--- src/rtl/risc_spm_pkg.sv ---
// Shared RISC-SPM definitions: opcode constants and the fetch sequencer state encoding.
// Pure declarations; no latency or flow control of its own.
package risc_spm_pkg;

  localparam logic [3:0] BR   = 4'b1000;
  localparam logic [3:0] BRZ  = 4'b1001;
  localparam logic [3:0] HALT = 4'b1111;

  typedef enum logic [2:0] {
    S_IDLE,
    S_FET,
    S_DEC,
    S_BR,
    S_ISSUE,
    S_HALT
  } state_t;

endpackage

--- src/rtl/pc_fetch_sequencer.sv ---
// Fetch sequencer: strobes the PC, reads instructions, resolves BR/BRZ, issues the rest to decode.
// Latency: non-branch reaches ir_valid in the 3rd cycle after S_FET entry; a branch returns to S_FET in 4.
// Backpressure: mem_ready stalls S_FET/S_BR, ir_ready stalls S_ISSUE. BRANCH_STATS_EN adds branch_count.
module pc_fetch_sequencer
  import risc_spm_pkg::*;
#(
  parameter int WORD_SIZE = 8
) (
  input  logic                 clk,
  input  logic                 rst,
  input  logic                 run,
  input  logic [WORD_SIZE-1:0] pc_count,
  output logic                 Load_PC,
  output logic                 Inc_PC,
  output logic [WORD_SIZE-1:0] pc_data,
  output logic [WORD_SIZE-1:0] mem_addr,
  output logic                 mem_rd,
  input  logic                 mem_ready,
  input  logic [WORD_SIZE-1:0] mem_rdata,
  input  logic                 zero_flag,
  output logic [WORD_SIZE-1:0] ir,
  output logic                 ir_valid,
  input  logic                 ir_ready,
  output logic                 halted
`ifdef BRANCH_STATS_EN
  ,
  output logic [15:0]          branch_count
`endif
);

  state_t               state_q, state_d;
  logic [WORD_SIZE-1:0] ir_q, ir_d;
  logic [3:0]           opcode;
  logic                 taken;

  assign opcode   = ir_q[WORD_SIZE-1:WORD_SIZE-4];
  assign pc_data  = mem_rdata;
  assign mem_addr = pc_count;
  assign ir       = ir_q;

`ifdef BRANCH_STATS_EN
  logic [15:0] branch_count_q, branch_count_d;
  assign branch_count = branch_count_q;
`endif

  always_comb begin
    state_d  = state_q;
    ir_d     = ir_q;
    Load_PC  = 1'b0;
    Inc_PC   = 1'b0;
    mem_rd   = 1'b0;
    ir_valid = 1'b0;
    halted   = 1'b0;
    taken    = (opcode == BR) || ((opcode == BRZ) && zero_flag);
`ifdef BRANCH_STATS_EN
    branch_count_d = branch_count_q;
`endif
    // Strobes are suppressed under reset so an in-flight read cannot move the PC.
    if (!rst) begin
      case (state_q)
        S_IDLE: begin
          if (run) state_d = S_FET;
        end
        S_FET: begin
          mem_rd = 1'b1;
          if (mem_ready) begin
            ir_d    = mem_rdata;
            Inc_PC  = 1'b1;
            state_d = S_DEC;
          end
        end
        S_DEC: begin
          if (opcode == HALT)                       state_d = S_HALT;
          else if ((opcode == BR) || (opcode == BRZ)) state_d = S_BR;
          else                                      state_d = S_ISSUE;
        end
        S_BR: begin
          mem_rd = 1'b1;
          if (mem_ready) begin
            Load_PC = taken;
            Inc_PC  = !taken;
            state_d = S_FET;
`ifdef BRANCH_STATS_EN
            if (taken && (branch_count_q != 16'hFFFF))
              branch_count_d = branch_count_q + 16'd1;
`endif
          end
        end
        S_ISSUE: begin
          ir_valid = 1'b1;
          if (ir_ready) state_d = S_FET;
        end
        S_HALT: begin
          halted = 1'b1;
        end
        default: state_d = S_IDLE;
      endcase
    end
  end

  always_ff @(posedge clk) begin
    if (rst) begin
      state_q <= S_IDLE;
      ir_q    <= '0;
`ifdef BRANCH_STATS_EN
      branch_count_q <= 16'd0;
`endif
    end else begin
      state_q <= state_d;
      ir_q    <= ir_d;
`ifdef BRANCH_STATS_EN
      branch_count_q <= branch_count_d;
`endif
    end
  end

endmodule
--- config.mk ---
export PLATFORM = sky130hd
export DESIGN_NAME = pc_fetch_sequencer
export DESIGN_NICKNAME = d
export VERILOG_FILES = /design/src/rtl/risc_spm_pkg.sv /design/src/rtl/pc_fetch_sequencer.sv
export SDC_FILE = /design/constraint.sdc
export NUM_CORES = 1
export LEC_CHECK = 0
export BUFFER_PORTS_ARGS = -buffer_cell sky130_fd_sc_hd__buf_4
export CAP_MARGIN = 10
export CELL_PAD_IN_SITES_DETAIL_PLACEMENT = 1
export CELL_PAD_IN_SITES_GLOBAL_PLACEMENT = 1
export CORE_UTILIZATION = 28
export CTS_CLUSTER_SIZE = 30
export DETAILED_ROUTE_END_ITERATION = 12
export PLACE_DENSITY_LB_ADDON = 0.15
export SYNTH_ARGS = -nofsm -noshare
export SYNTH_HDL_FRONTEND = slang
export SYNTH_SLANG_ARGS = --single-unit
--- constraint.sdc ---
create_clock -name clk -period 1.45 [get_ports clk]
set_input_delay 0.0725 -clock clk [delete_from_list [all_inputs] [get_ports clk]]
set_output_delay 0.0725 -clock clk [all_outputs]
set_load 0.05 [all_outputs]
==> results by group <==
GRT
  – Total gr overflow: 0
  – Vias in the first global route: 640
  – Largest net degree at the start of global routing: 17
  – Global-route wire length before repair: 2967 um
  – GRT Overall Usage: 14.24%
  – Number of antenna violations at the first check in global routing: 0

STA
  – Worst slew pin tran: just over 400 ps
  – Setup TNS: -14.62 ps
  – Rel. slew slack: 72.45%
  – Worst hold margin: roughly 50 ps
  – Final setup viols: 1
  – Fmax: 0.6828 GHz
  – Final period util: 101.0%
  – Max-slew violation count: 0
  – Hold Vio Cnt, Final: 0
  – RSZ-0062 raised after global routing: true
  – Period minus WS final: 1465 ps
  – Setup ws final: -14.62 ps
  – Final Skew: approximately 3.6 ps

Worst setup path
  – CP Class: register to output pin
  – Setup crit end kind: output pin
  – CP Launch Type: register
  – CP max stage cell: dfxtp_4
  – Crit-path cells: nor3b_4, o21ai_4, nor4b_4, buf_6
  – Largest stage delay on the critical path: between 300 and 400 ps
  – Crit path max fanout: 2
  – Required @ worst endpoint: 1380 ps
  – Worst EP arrival: ~1400 ps

Yosys
  – Multiplexer share of the synthesized area: 10.37%
  – Post-Syn Nets: roughly 110
  – Synth warn: 0
  – Area share of the leading cell type in the synthesized netlist: between 20 and 30%
  – Seq/Total Area, Yosys: 28.53%
  – Most used DFF post-synth: dfxtp_1
  – Synth Register Bits: 11
  – Top cells by area, synth: dfxtp_1 (29%), buf_4 (16%), mux2i_1 (10%)
  – Syn Area/Cell: 9.082 um^2
  – Synth Area in Simple Gates: 27.88%
  – Mapped Area: 772.0 um^2
  – Post-synthesis compound-gate area fraction: 11.35%
  – Largest family of logic cells by synthesized area: simple AND/OR/NAND/NOR gates
  – Synth Area in Adders: 0%
  – Count leader, synth: buf_4
  – Cell variety after synth: 28
  – Synth Area in XOR/XNOR: 0%
  – Leading area contributor after synthesis: dfxtp_1
  – Post-synth ARST share: 0%
  – Number of synthesized flops with an enable pin: 0
  – Cells after Synth: between 80 and 90
  – Most instantiated cells after synthesis: buf_4 (16), nor2_1 (13), dfxtp_1 (11), mux2i_1 (8), inv_1 (5)

Pwr
  – Sw Share: 46.36%
  – NetSw: 0.7053 mW
  – Gate power share: 53.5%
  – Leak: between 0.4 and 0.5 nW
  – Pint: 0.8160 mW
  – Sequential share of power: 32.6%
  – Pwr/cell area: 1439 mW/mm^2
  – Clk network pwr share: about 14%
  – Maximum VDD drop: roughly 720 uV

Finish
  – Area added between synthesis and finish: 36.95%
  – Finished Layout Cells: around 140
  – Fraction of layout cells with a size suffix above 1: between 60% and 70%
  – Multi-input gate area: 439.2 um^2
  – Design Area, Final: 0.001057 mm^2
  – Diode count: 0
  – # fillers: 305
  – Sequential Area: 239.0 um^2
  – Final net count: ~130

Die
  – Row Count: 18
  – Initial Util: between 30% and 40%
  – Core Footprint: approximately 0.0025 mm^2
  – DIE AREA: between 0.002 and 0.003 mm^2
  – Die W: between 50 and 60 um
  – Height of the die: 54.51 um
  – I/O Pins: 51

Placed design
  – Placed cells: 130
  – Routability congestion estimate from global placement: approximately 0.74
  – IO buf count: 34
  – Post-DP HPWL: ~1300 um
  – Pre-CTS setup slack: 91.65 ps
  – DP Area: 967.2 um^2

Routing
  – Number of remaining DRC errors: 0
  – Final ANT Viol Nets: 0
  – Vias: roughly 650
  – TritonRoute pass-1 iters: 2
  – Vias per cell: 4.725
  – Routed WL: 1865 um
  – DR iter-0 viols: 6
  – Drt wl/cell: 13.51 um

Outcome
  – Failing checks: negative setup slack
  – Outcome: complete, but fails checks

Clocking
  – CTS tree: yes
  – Cts bufs inserted: 3
  – Worst skew pair latency: 270 ps
  – CTS Hold Bufs: 0
  – Clock buffer depth: 2
  – Sink Count: 11
  – H-tree levels: 1
  – Clock root buffer: clkbuf_4
  – Clock slew at reported path FFs: approximately 70 ps

Worst hold path
  – Hold Crit Class: primary input to register

Job
  – Total of max-cap violations: 0
[what timing repair did]
item	CTS	global route
setup buffers	3	1
setup endpoints to repair	4	2
pin swaps	3	0
resized for setup	9	2
endpoints found under the hold margin	0	0
[worst paths after layout]
path / startpoint / endpoint / slack [ps] / depth (start not counted)
worst max-delay path: ir[6]$_SDFFE_PP0N_ / Load_PC / -10 / 4
worst min-delay path: mem_rdata[7] / ir[7]$_SDFFE_PP0N_ / 50 / 3
worst max register to register: ir[5]$_SDFFE_PP0N_ / state_q[1]$_SDFFE_PP0P_ / 190 / 4
worst min register to register: ir[1]$_SDFFE_PP0N_ / ir[1]$_SDFFE_PP0N_ / 500 / 2
[power groups by stage]
stage	registers, mW	logic [mW]	clock network [mW]
after global routing	0.510	0.869	0.240
after detailed placement	0.499	0.768	0
after CTS	0.499	0.806	0.228
after floorplan	0.536	0.647	0
after global placement	0.496	0.761	0
final	0.496	0.813	0.212
[routing by layer]
metal | global-route usage (%) | wire [um] | up-vias
li1 | - | - | 317
met1 | 17.14 | 828 | 312
met2 | 23.17 | 924 | 15
met3 | 5.278 | 87 | 8
met4 | 4.701 | 24 | 0
met5 | 0 | 0 | -
[kinds of logic after synthesis]
kind of cell,Yosys count
buffers and inverters,25
flip-flops,11
multiplexers,8
AND/OR/NAND/NOR,31
AO/OA/AOI/OAI,10
[stage by stage]
stage | total power [mW] | util (%)
floorplan | 1.183 | -
global placement | 1.257 | 38.00
detailed placement | 1.267 | 38.00
CTS | 1.534 | 40.90
global route | 1.619 | 41.54
finish | 1.521 | 41.54
[sequential cells by signal, summed over array words and instances, names as in the netlist]
| register | count |
|---|---|
| ir | 8 |
| state_q | 3 |
[critical path, delay by kind of cell, from the launching register on]
family,cells,cell delay (ps)
buffers and inverters,1,190
AO/OA/AOI/OAI,1,110
flip-flops,1,360
AND/OR/NAND/NOR,2,470
[cells in the final DEF, fill, tap and decap left out, types with 2 or more instances in the layout]
cell       n
buf_6      2
dfxtp_1    4
nand2b_4   3
inv_1      5
buf_4     36
nor3_2     2
clkbuf_4   3
nor2_1    13
dfxtp_4    4
dfxtp_2    3
mux2i_1    8
nand2_1    3
[final cells by class]
class,instances,area share [%]
multi-input combinational,49,41.54
timing repair buffer,38,27.69
sequential,11,22.60
tap,30,3.550
clock buffer,4,2.485
inverter,6,2.130
(Power assumes the default switching activity.)
